===== config.mk =====
export PLATFORM = sky130hd
export DESIGN_NAME = coherence_bus_ctrl
export DESIGN_NICKNAME = d
export VERILOG_FILES = /design/src/rtl/coherence_bus_ctrl.sv
export SDC_FILE = /design/constraint.sdc
export NUM_CORES = 1
export LEC_CHECK = 0
export CAP_MARGIN = 10
export CORE_AREA = 2 2 143 145
export CTS_CLUSTER_SIZE = 8
export DETAILED_ROUTE_END_ITERATION = 10
export DIE_AREA = 0 0 145 147
export GPL_TIMING_DRIVEN = 0
export PLACE_DENSITY = 0.69
export SLEW_MARGIN = 20
export SYNTH_ARGS = -nofsm -noshare
export SYNTH_HDL_FRONTEND = slang
export SYNTH_SLANG_ARGS = --single-unit

===== constraint.sdc =====
create_clock -name CLK -period 2.25 [get_ports CLK]
set_input_delay 0.45 -clock CLK [delete_from_list [all_inputs] [get_ports CLK]]
set_output_delay 0.45 -clock CLK [all_outputs]
set_load 0.01 [all_outputs]

===== src/rtl/coherence_bus_ctrl.sv =====
// coherence_bus_ctrl: MSI snoop/arbitration controller between two dcaches and one RAM port
module coherence_bus_ctrl #(
  parameter int BLK_WORDS    = 2,
  parameter int SNOOP_CYCLES = 1
) (
  input  logic             CLK,
  input  logic             nRST,
  input  logic [1:0]       dREN,
  input  logic [1:0]       dWEN,
  input  logic [1:0][31:0] daddr,
  input  logic [1:0][31:0] dstore,
  input  logic [1:0]       cctrans,
  input  logic [1:0]       ccwrite,
  output logic [1:0]       dwait,
  output logic [1:0][31:0] dload,
  output logic [1:0]       ccwait,
  output logic [1:0]       ccinv,
  output logic [1:0][31:0] ccsnoopaddr,
  output logic             ramREN,
  output logic             ramWEN,
  output logic [31:0]      ramaddr,
  output logic [31:0]      ramstore,
  input  logic [31:0]      ramload,
  input  logic             ramready
);
  localparam int BW = BLK_WORDS > 1 ? $clog2(BLK_WORDS) : 1;
  localparam int SW = SNOOP_CYCLES > 1 ? $clog2(SNOOP_CYCLES) : 1;
  typedef enum logic [2:0] {IDLE, WB, SNOOP, C2C, RAMLD} state_t;
  state_t state_q, state_d;
  logic r_q, r_d, prio_q, prio_d, inv_q, inv_d;
  logic [31:0] addr_q, addr_d;
  logic [BW-1:0] beat_q, beat_d;
  logic [SW-1:0] snp_q, snp_d;
  logic [1:0] req;
  logic g, s, last_beat;
  assign req = cctrans | dWEN;
  assign g = (req == 2'b11) ? prio_q : req[1];
  assign s = ~r_q;
  assign last_beat = beat_q == BW'(BLK_WORDS - 1);
  always_ff @(posedge CLK, negedge nRST)
    if (!nRST) begin
      state_q <= IDLE;
      r_q     <= 1'b0;
      prio_q  <= 1'b0;
      inv_q   <= 1'b0;
      addr_q  <= '0;
      beat_q  <= '0;
      snp_q   <= '0;
    end else begin
      state_q <= state_d;
      r_q     <= r_d;
      prio_q  <= prio_d;
      inv_q   <= inv_d;
      addr_q  <= addr_d;
      beat_q  <= beat_d;
      snp_q   <= snp_d;
    end
  always_comb begin
    state_d     = state_q;
    r_d         = r_q;
    prio_d      = prio_q;
    inv_d       = inv_q;
    addr_d      = addr_q;
    beat_d      = beat_q;
    snp_d       = snp_q;
    dwait       = 2'b11;
    dload       = '0;
    ccwait      = 2'b00;
    ccinv       = 2'b00;
    ccsnoopaddr = '0;
    ramREN      = 1'b0;
    ramWEN      = 1'b0;
    ramaddr     = '0;
    ramstore    = '0;
    case (state_q)
      IDLE: if (|req) begin
        r_d    = g;
        prio_d = ~g;
        if (cctrans[g]) begin
          addr_d  = {daddr[g][31:3], 3'b000};
          inv_d   = ccwrite[g];
          snp_d   = '0;
          state_d = SNOOP;
        end else state_d = WB;
      end
      WB: begin
        ramWEN     = 1'b1;
        ramaddr    = daddr[r_q];
        ramstore   = dstore[r_q];
        dwait[r_q] = ~ramready;
      end
      SNOOP: begin
        ccwait[s]      = 1'b1;
        ccinv[s]       = inv_q;
        ccsnoopaddr[s] = addr_q;
        if (snp_q == SW'(SNOOP_CYCLES - 1)) state_d = ccwrite[s] ? C2C : dREN[r_q] ? RAMLD : IDLE;
        else snp_d = snp_q + 1'b1;
      end
      C2C: begin
        ccwait[s]      = 1'b1;
        ccinv[s]       = inv_q;
        ccsnoopaddr[s] = addr_q;
        ramWEN         = 1'b1;
        ramaddr        = daddr[s];
        ramstore       = dstore[s];
        dload[r_q]     = dstore[s];
        dwait          = {2{~ramready}};
      end
      RAMLD: begin
        ramREN     = 1'b1;
        ramaddr    = daddr[r_q];
        dload[r_q] = ramload;
        dwait[r_q] = ~ramready;
      end
      default: state_d = IDLE;
    endcase
    // beats only count while a RAM transfer is actually in flight
    if (ramready && state_q inside {WB, C2C, RAMLD}) begin
      beat_d = last_beat ? '0 : beat_q + 1'b1;
      if (last_beat) state_d = IDLE;
    end
  end
endmodule


==> reports/metrics.csv, run 1 <==
stage;metric;value;unit
floorplanning;die area;21300;um2
yosys;Mapped Area;4620;um2
layout;fin cells;1315;
setup_path;Slowest-stage cell, CP;dfrtp_2;
setup_path;RR Endpoint;addr_q[21]$_DFFE_PN0P_;
setup_path;Startpoint Class;flop;
floorplanning;I/O Pins;371;
yosys;Ys Warns;0;
setup_path;WP data arrival;1.90;ns
setup_path;worst-path cell chain;buf_6 > xor2_4 > buf_12 > buf_12 > buf_6 > mux2i_4 > o22ai_2 > buf_6;
grt;initial antenna violation count;0;
power;Cell Pwr Density;1290;nW/um2
clock_network;Clock Latency Late Sink;0.29;ns
setup_path;CP max stage delay;0.42;ns
yosys;fraction of registers with async set/reset;100;%
yosys;Yosys cell types;35;
yosys;leading area contributor after synthesis;dfrtp_1;
layout;most common cell after layout, fill and taps aside;clkdlybuf4s50_1;
placement;Area after DPL;8640;um2
route;via count;6373;
setup_path;FF-to-FF Start;state_q[1]$_DFF_PN0_;
grt;total track usage;24.4;%
timing;RSZ-0062 raised after global routing;yes;
grt;largest net degree at the start of global routing;21;
placement;RD Place Congestion;0.885;
layout;Layout area overhead;98.3;%
run_status;failing checks;setup timing;
yosys;Cells after Synth;615;
floorplanning;core footprint;19800;um2
route;DRC Markers;0;
setup_path;CP Data Required Time;1.80;ns
timing;WHS;0.105;ns
setup_path;Worst setup EP type;output pin;
grt;number of global-route vias before repair;6576;
power;total power;0.0118;W
placement;Placed Cells incl. Taps;1255;
grt;global route overflow;0;
timing;Final Skew;0.00654;ns
power;leak pwr;4.28;nW
layout;most frequent cells in the layout;clkdlybuf4s50_1 (170), nand2_1 (159), buf_2 (133), a21oi_1 (60), mux2i_1 (60);
setup_path;most frequent CP cell;buf_6;
timing;Final Hold Viols;0;
floorplanning;die height;147;um
route;Detailed Route WL;27400;um
timing;Max-slew headroom;56.1;%
timing;period utilization;105;%
route;1st-pass router iterations;5;
floorplanning;Placement Rows;52;
setup_path;Crit Path Class;flop to output pin;
yosys;Post-synth EDFFs;0;
layout;layout cells sized above 1;40.4;%
setup_path;Reg2Reg Depth;7;
timing;worst slew pin tran;0.658;ns
setup_path;R2R setup slack;0.28;ns
timing;Final WS setup;-0.103;ns
placement;I/O Buffers;364;
floorplanning;Die W;145;um
clock_network;# hold bufs at CTS;0;
clock_network;CTS tree;yes;
clock_network;total CTS buffers;5;
route;Routed Antenna Nets;0;
layout;nets;1214;
timing;fin. max-slew vios;0;
route;drt wl/cell;20.9;um
clock_network;CTS Buffer Depth;2;
yosys;post-synthesis register bit count;36;
timing;setup violators final;33;
route;Initial DRC Count;280;
flow_run;max_cap viols;0;
setup_path;worst-path fanout max;5;
yosys;Synth area leaders;dfrtp_1 (20%), mux2i_1 (14%), nand2_1 (13%);
placement;post-DP HPWL;20500;um
timing;Max Clk Rate;0.425;GHz
grt;first-pass GRT wire length;40200;um
yosys;sequential-to-total area share from yosys stat;19.5;%
clock_network;Clock Root Buffer;clkbuf_16;
timing;post-layout min period;2.35;ns
yosys;ys flop type;dfrtp_1;
clock_network;clock sinks;36;
power;VDD IR max;0.458;mV
clock_network;Clock transition at path regs;0.06;ns
run_status;status;complete, but fails checks;
layout;final instance area;9150;um2
yosys;area share of the largest cell type after synthesis;19.5;%
timing;setup tns final;-0.736;ns
yosys;syn_area_per_cell;7.51;um2
clock_network;CTS H-tree depth;2;
floorplanning;Initial Util;23.3;%
route;vias per inst;4.85;
hold_path;Worst Hold Class;primary input to asynchronous set/reset pin;
[where the power goes]
| part | internal, W | switching [W] | total [W] |
|---|---|---|---|
| registers | 0.000989 | 0.000320 | 0.00131 |
| logic | 0.00494 | 0.00486 | 0.00979 |
| clock network | 0.000413 | 0.000313 | 0.000725 |
[kinds of logic after synthesis]
kind of cell    after synthesis  synth area share, %
compound gates              145                 17.3
xor+xnor                      3                 1.14
buf+inv                      65                 7.32
flops                        36                 19.5
mux                         126                 31.3
other cells                   1               0.0812
simple gates                239                 23.3
[cell usage after synthesis, drive strengths merged (2+ instances only)]
cell,number
nand2,162
a21oi,99
mux2i,65
mux2,61
and2,60
buf,40
dfrtp,36
o22ai,34
clkbuf,19
nor2,11
inv,5
o21ai,4
nand2b,3
a31oi,2
xnor2,2
[sequential cells by signal, indices dropped and copies added, names as in the netlist]
register / count
addr_q: 29
beat_q: 1
inv_q: 1
prio_q: 1
r_q: 1
state_q: 3
[final cells by class]
cell class / instances / area [um2]
diodes: 1 / 2.50
fillers: 2053 / 10700
inverters: 6 / 35.0
plain buffers: 55 / 562
repair buffers: 420 / 3500
clock inverters: 3 / 23.8
flip-flops and latches: 36 / 903
multi-input cells: 519 / 3660
clock buffers: 5 / 125
well taps: 270 / 338
[how the worst max path moves through the flow]
stage / from / slack [ns] / to / depth (start not counted)
finish: r_q$_DFFE_PN0P_ / -0.10 / ramaddr[27] / 8
floorplan: state_q[2]$_DFF_PN0_ / 0.38 / dload[10] / 6
global placement: state_q[1]$_DFF_PN0_ / -0.77 / ramstore[29] / 6
detailed placement: state_q[1]$_DFF_PN0_ / -0.79 / ramaddr[20] / 6
global route: state_q[1]$_DFF_PN0_ / -0.16 / ramaddr[27] / 8
CTS: state_q[2]$_DFF_PN0_ / -0.16 / ccsnoopaddr[49] / 5
[critical path: cells and delay by family, from the launching register on]
family	cells	cell delay (ns)
buffers and inverters	5	0.68
AOI/OAI and AO/OA	1	0.10
muxes	1	0.22
xor gates and xnor gates	1	0.17
DFF	1	0.42
[per-stage QoR]
stage | util, % | setup WS (ns)
CTS | 45.8 | -0.158
finish | 46.1 | -0.103
global placement | 43.4 | -0.767
floorplan | - | 0.380
detailed placement | 43.5 | -0.786
global route | 46.1 | -0.164
[metal layers]
layer	global-route usage [%]	up-vias	share of wire, %
li1	-	2970	-
met1	29.0	3079	40
met2	44.6	299	51
met3	5.59	25	7.1
met4	5.50	0	1.7
met5	0	-	0
[what timing repair did]
item / CTS / global route
setup buffers: 37 / 11
pin swaps: 44 / 19
endpoints found under the setup margin: 221 / 129
resized for setup: 743 / 137
gates cloned: 7 / 2
No activity file was read; power rests on OpenSTA's default activity.
==> run 2, diff against run 1 <==
--- a/config.mk
+++ b/config.mk
@@ -7,12 +7,13 @@
 export LEC_CHECK = 0
 export CAP_MARGIN = 10
 export CORE_AREA = 2 2 143 145
-export CTS_CLUSTER_SIZE = 8
+export CTS_CLUSTER_SIZE = 20
 export DETAILED_ROUTE_END_ITERATION = 10
 export DIE_AREA = 0 0 145 147
 export GPL_TIMING_DRIVEN = 0
 export PLACE_DENSITY = 0.69
-export SLEW_MARGIN = 20
+export RECOVER_POWER = 25
+export SLEW_MARGIN = 30
 export SYNTH_ARGS = -nofsm -noshare
 export SYNTH_HDL_FRONTEND = slang
 export SYNTH_SLANG_ARGS = --single-unit
==> run 2 against run 1 <==
Against the previous run:
- the run still ends with setup timing left
- maximum frequency hardly changed
- clock-buffer cell count stayed put
- worst setup slack hardly changed
- routed wire length hardly changed
- sequential power hardly changed
==> reports/metrics.csv, run 2 (synthesized netlist as in run 1, its figures left out) <==
stage;metric;value;unit;change
layout;layout cells sized above 1;40.2;%;was 40.4%
placement;I/O Buffers;364;;unchanged
timing;Final Skew;0.00577;ns;was 0.00654 ns
clock_network;Clock Root Buffer;clkbuf_16;;unchanged
power;leak pwr;4.28;nW;about the same
power;Cell Pwr Density;1290;nW/um2;about the same
layout;most frequent cells in the layout;clkdlybuf4s50_1 (170), nand2_1 (159), buf_2 (132), a21oi_1 (60), mux2i_1 (60);;was clkdlybuf4s50_1 (170), nand2_1 (159), buf_2 (133), a21oi_1 (60), mux2i_1 (60)
run_status;status;complete, but fails checks;;unchanged
flow_run;max_cap viols;0;;unchanged
grt;initial antenna violation count;0;;unchanged
clock_network;total CTS buffers;5;;unchanged
timing;WHS;0.287;ns;was 0.105 ns
layout;Layout area overhead;97.9;%;was 98.3%
floorplanning;die area;21300;um2;unchanged
grt;total track usage;24.4;%;unchanged
floorplanning;Initial Util;23.3;%;unchanged
clock_network;Clock Latency Late Sink;0.29;ns;about the same
clock_network;Clock transition at path regs;0.06;ns;about the same
power;VDD IR max;0.458;mV;about the same
placement;Post-Place Setup Slack;-0.786;ns;unchanged
layout;Largest register FFs;29;;unchanged
grt;global route overflow;0;;unchanged
run_status;failing checks;setup timing;;unchanged
route;1st-pass router iterations;5;;unchanged
timing;fin. max-slew vios;0;;unchanged
power;total power;0.0118;W;about the same
timing;worst slew pin tran;1.03;ns;was 0.658 ns
placement;post-DP HPWL;20500;um;unchanged
route;drt wl/cell;20.9;um;about the same
grt;first-pass GRT wire length;40200;um;unchanged
floorplanning;Placement Rows;52;;unchanged
floorplanning;I/O Pins;371;;unchanged
layout;Largest regs;addr_q (29), state_q (3);;unchanged
setup_path;Reg2Reg Depth;7;;unchanged
route;Initial DRC Count;279;;was 280
clock_network;CTS tree;yes;;unchanged
clock_network;CTS H-tree depth;2;;unchanged
layout;nets;1214;;unchanged
route;Routed Antenna Nets;0;;unchanged
timing;post-layout min period;2.35;ns;about the same
layout;most common cell after layout, fill and taps aside;clkdlybuf4s50_1;;unchanged
setup_path;most frequent CP cell;buf_6;;unchanged
timing;period utilization;105;%;about the same
setup_path;CP max stage delay;0.42;ns;about the same
route;via count;6363;;was 6373
timing;setup tns final;-0.749;ns;was -0.736 ns
grt;largest net degree at the start of global routing;21;;unchanged
layout;Reg with most FFs;addr_q;;unchanged
setup_path;CP Data Required Time;1.80;ns;about the same
timing;RSZ-0062 raised after global routing;yes;;unchanged
route;Detailed Route WL;27500;um;was 27400 um
setup_path;Worst setup EP type;output pin;;unchanged
timing;Max-slew headroom;31.2;%;was 56.1%
clock_network;CTS Buffer Depth;2;;unchanged
setup_path;WP data arrival;1.90;ns;about the same
setup_path;Crit Path Class;flop to output pin;;unchanged
timing;Final WS setup;-0.103;ns;about the same
timing;Max Clk Rate;0.425;GHz;about the same
setup_path;Startpoint Class;flop;;unchanged
timing;Final Hold Viols;0;;unchanged
setup_path;FF-to-FF Start;state_q[1]$_DFF_PN0_;;unchanged
placement;RD Place Congestion;0.885;;unchanged
route;DRC Markers;0;;unchanged
setup_path;RR Endpoint;addr_q[21]$_DFFE_PN0P_;;unchanged
layout;fin util;46.0;%;was 46.1%
grt;number of global-route vias before repair;6576;;unchanged
clock_network;clock sinks;36;;unchanged
setup_path;worst-path fanout max;5;;unchanged
setup_path;R2R setup slack;0.28;ns;about the same
floorplanning;core footprint;19800;um2;unchanged
hold_path;Worst Hold Class;primary input to asynchronous set/reset pin;;unchanged
setup_path;worst-path cell chain;buf_6 > xor2_4 > buf_12 > buf_12 > buf_6 > mux2i_4 > o22ai_2 > buf_6;;unchanged
route;vias per inst;4.84;;was 4.85
floorplanning;die height;147;um;unchanged
timing;setup violators final;34;;was 33
setup_path;Slowest-stage cell, CP;dfrtp_2;;unchanged
floorplanning;Die W;145;um;unchanged
==> run 2: metal layers <==
layer | GRT usage, % | vias up | share of wire (%)
met5 | 0 | - | 0
met4 | 5.50 | 0 | 1.7
met3 | 5.59 | 25 | 7.2
met2 | 44.6 | 301 | 51
met1 | 29.0 | 3066 | 40
li1 | - | 2971 | -
==> run 2: repair_timing <==
item / in CTS / in global routing
endpoints found under the setup margin: 221 / 129
buffers inserted: 37 / 11
cloned: 7 / 2
gates resized for setup: 743 / 137
pin swaps: 44 / 19
hold buffers: 0 / 0
==> run 2: stage by stage <==
| step | std cells | area, um2 |
|---|---|---|
| floorplan | 620 | 4630 |
| global placement | 1254 | 8620 |
| detailed placement | 1255 | 8640 |
| CTS | 1307 | 9090 |
| global route | 1314 | 9130 |
| finish | 1315 | 9140 |
==> run 2: where the power goes <==
group          internal [W]  switching (W)
Combinational       0.00493        0.00485
Clock              0.000413       0.000311
Sequential         0.000989       0.000319
==> run 2: worst max path at each step <==
stage	startpoint	endpoint	depth (start not counted)
floorplan	state_q[2]$_DFF_PN0_	dload[10]	6
detailed placement	state_q[1]$_DFF_PN0_	ramaddr[20]	6
CTS	state_q[2]$_DFF_PN0_	ccsnoopaddr[49]	5
global route	state_q[1]$_DFF_PN0_	ramaddr[27]	8
finish	r_q$_DFFE_PN0P_	ramaddr[27]	8
global placement	state_q[1]$_DFF_PN0_	ramstore[29]	6
==> run 2: cell type report <==
type / instances / area (um2)
repair buffers: 420 / 3490
diodes: 1 / 2.50
multi-input cells: 519 / 3660
fillers: 2055 / 10700
clock inverters: 3 / 23.8
clock buffers: 5 / 125
plain buffers: 55 / 562
flip-flops and latches: 36 / 903
well taps: 270 / 338
inverters: 6 / 35.0
==> run 2: critical path: cells and delay by family (launching register included) <==
family	cells	cell delay (ns)
AO/OA/AOI/OAI	1	0.10
multiplexers	1	0.22
flip-flops	1	0.42
buffers and inverters	5	0.68
XOR/XNOR	1	0.17
==> run 3, diff against run 2 <==
--- a/config.mk
+++ b/config.mk
@@ -6,12 +6,12 @@
 export NUM_CORES = 1
 export LEC_CHECK = 0
 export CAP_MARGIN = 10
-export CORE_AREA = 2 2 143 145
+export CORE_AREA = 4 4 141 143
 export CTS_CLUSTER_SIZE = 20
 export DETAILED_ROUTE_END_ITERATION = 10
 export DIE_AREA = 0 0 145 147
 export GPL_TIMING_DRIVEN = 0
-export PLACE_DENSITY = 0.69
+export PLACE_DENSITY = 0.72
 export RECOVER_POWER = 25
 export SLEW_MARGIN = 30
 export SYNTH_ARGS = -nofsm -noshare
==> run 3 against run 2 <==
Against the previous run:
- the flow still finishes with violations (setup timing)
- sequential share of layout area about the same
- cell area up 0.22%
- global-route usage up 0.73 points
- final cell count down 2.7%
- routed wire length up 3.8%
- die area unchanged
- flip-flop and latch count unchanged
- hold slack better by 0.046 ns
- non-clock buffer count down 1
- clock-buffer cell count up 1
- worst setup slack better by 0.032 ns
- largest power group unchanged
==> reports/metrics.csv, run 3 (synthesized netlist as in run 1, its figures left out) <==
stage;metric;value;unit;change
layout;Layout area overhead;98.3;%;was 97.9%
power;Switching Share;46.7;%;was 46.4%
grt;total track usage;25.1;%;was 24.4%
clock_network;Clock Latency Late Sink;0.29;ns;about the same
layout;Reg with most FFs;addr_q;;unchanged
power;Gate power share;82.5;%;was 82.8%
timing;period utilization;103;%;was 105%
floorplanning;I/O Pins;371;;unchanged
layout;most frequent cells in the layout;clkdlybuf4s50_1 (168), nand2_1 (154), buf_2 (138), a21oi_1 (61);;was clkdlybuf4s50_1 (170), nand2_1 (159), buf_2 (132), a21oi_1 (60), mux2i_1 (60)
power;Cell Int Power;0.00620;W;was 0.00633 W
route;Routed Antenna Nets;0;;unchanged
floorplanning;Initial Util;24.8;%;was 23.3%
floorplanning;die area;21300;um2;unchanged
clock_network;CTS tree;yes;;unchanged
clock_network;total CTS buffers;5;;unchanged
power;Flop pwr share;11.1;%;about the same
placement;post-DP HPWL;21700;um;was 20500 um
route;Detailed Route WL;28500;um;was 27500 um
grt;first-pass GRT wire length;41400;um;was 40200 um
timing;setup violators final;25;;was 34
layout;final instance area;9160;um2;was 9140 um2
placement;RD Place Congestion;0.970;;was 0.885
hold_path;Worst Hold Class;primary input to asynchronous set/reset pin;;unchanged
route;Initial DRC Count;262;;was 279
timing;Final Hold Viols;0;;unchanged
power;Psw;0.00543;W;was 0.00548 W
layout;most common cell after layout, fill and taps aside;clkdlybuf4s50_1;;unchanged
placement;Placed Cells incl. Taps;1219;;was 1255
clock_network;Clock Root Buffer;clkbuf_16;;unchanged
layout;fin cells;1280;;was 1315
clock_network;Clock transition at path regs;0.06;ns;about the same
floorplanning;Die W;145;um;unchanged
power;Clock Power Share;6.4;%;was 6.1%
route;vias per inst;5.00;;was 4.84
setup_path;CP Data Required Time;1.80;ns;about the same
power;leak pwr;4.35;nW;was 4.28 nW
clock_network;clock sinks;36;;unchanged
placement;Post-Place Setup Slack;-0.846;ns;was -0.786 ns
grt;number of global-route vias before repair;6698;;was 6576
setup_path;Worst setup EP type;output pin;;unchanged
route;drt wl/cell;22.3;um;was 20.9 um
timing;worst slew pin tran;1.06;ns;was 1.03 ns
run_status;status;complete, but fails checks;;unchanged
route;1st-pass router iterations;4;;was 5
run_status;failing checks;setup timing;;unchanged
grt;initial antenna violation count;2;;was 0
timing;setup tns final;-0.587;ns;was -0.749 ns
power;VDD IR max;0.618;mV;was 0.458 mV
floorplanning;core footprint;18600;um2;was 19800 um2
placement;I/O Buffers;364;;unchanged
timing;Final Skew;0.00862;ns;was 0.00577 ns
route;DRC Markers;0;;unchanged
timing;Final WS setup;-0.0711;ns;was -0.103 ns
layout;nets;1214;;unchanged
flow_run;max_cap viols;0;;unchanged
layout;Largest register FFs;29;;unchanged
setup_path;worst-path fanout max;8;;was 5
layout;Largest regs;addr_q (29), state_q (3);;unchanged
route;via count;6404;;was 6363
power;Cell Pwr Density;1270;nW/um2;was 1290 nW/um2
clock_network;CTS Buffer Depth;2;;unchanged
floorplanning;die height;147;um;unchanged
timing;post-layout min period;2.32;ns;was 2.35 ns
setup_path;Crit Path Class;flop to output pin;;unchanged
timing;fin. max-slew vios;0;;unchanged
power;total power;0.0116;W;was 0.0118 W
timing;Max-slew headroom;29.0;%;was 31.2%
floorplanning;Placement Rows;50;;was 52
setup_path;WP data arrival;1.87;ns;was 1.90 ns
setup_path;Startpoint Class;flop;;unchanged
grt;global route overflow;0;;unchanged
clock_network;CTS H-tree depth;2;;unchanged
timing;RSZ-0062 raised after global routing;yes;;unchanged
layout;layout cells sized above 1;37.8;%;was 40.2%
placement;Area after DPL;8590;um2;was 8640 um2
grt;largest net degree at the start of global routing;22;;was 21
timing;Max Clk Rate;0.431;GHz;was 0.425 GHz
run 3: changes by cell type in the layout (fill, tap and decap cells not counted), sizes merged:
| cell | delta |
|---|---|
| clkbuf | -32 |
| clkinv | -1 |
| dlygate4sd2 | +26 |
| dlymetal6s4s | -1 |
| diode | +1 |
| buf | +3 |
| nor2 | +1 |
| clkdlybuf4s50 | -2 |
| dlygate4sd3 | +2 |
| clkdlybuf4s15 | +4 |
run 3: layout make-up:
class	count	area, um2
antenna	2	5.00
buffer	58	616
clock buffer	6	139
clock inverter	2	15.0
fill	1882	9430
inverter	6	47.5
multi-input combinational	520	3670
sequential	36	903
tap	234	293
timing repair buffer	416	3470
run 3: worst paths after layout:
kind                                   startpoint                endpoint  slack, ns  depth (start not counted)
max                          state_q[1]$_DFF_PN0_             ramaddr[11]      -0.07                          7
min                                          nRST  addr_q[28]$_DFFE_PN0P_       0.33                          1
max reg2reg                  state_q[1]$_DFF_PN0_  addr_q[10]$_DFFE_PN0P_       0.02                          6
min reg2reg                addr_q[23]$_DFFE_PN0P_  addr_q[23]$_DFFE_PN0P_       0.52                          1
max in group asynchronous                    nRST    state_q[2]$_DFF_PN0_       0.28                          2
min in group CLK           addr_q[23]$_DFFE_PN0P_  addr_q[23]$_DFFE_PN0P_       0.52                          1
run 3: power groups by stage:
stage	clock network [W]	logic (W)	registers (W)
2_1_floorplan	0	0.00450	0.00116
3_3_place_gp	0	0.00823	0.00128
3_5_place_dp	0	0.00829	0.00128
4_1_cts	0.000762	0.00941	0.00128
5_1_grt	0.000792	0.0102	0.00134
6_report	0.000742	0.00959	0.00129
run 3: critical path, cell delays in order (launching register included):
cell	delay, ns
dfrtp_1	0.40
buf_12	0.16
xor2_4	0.19
buf_12	0.17
buf_16	0.13
mux2i_1	0.26
o22ai_2	0.10
buf_2	0.16
run 3: metal layers:
layer  vias up  part of all wire, %  global-route usage (%)
met1      3051                   39                    29.0
met5         -                    0                       0
li1       2985                    -                       -
met3        49                  7.8                    6.45
met4         0                  3.6                    9.41
met2       319                   50                    44.8
run 3: timing repair:
item	in CTS	in global routing
gates resized for setup	742	96
pin swaps	25	34
hold endpoints to repair	0	0
buffers inserted	39	6
cloned	6	3
hold buffers	0	0
endpoints found under the setup margin	221	140
run 3: per-stage QoR:
stage,hold slack (ns),util (%)
floorplan,0.154,-
global placement,0.492,46.1
detailed placement,0.433,46.2
CTS,0.126,49.0
global route,0.406,49.3
finish,0.333,49.3
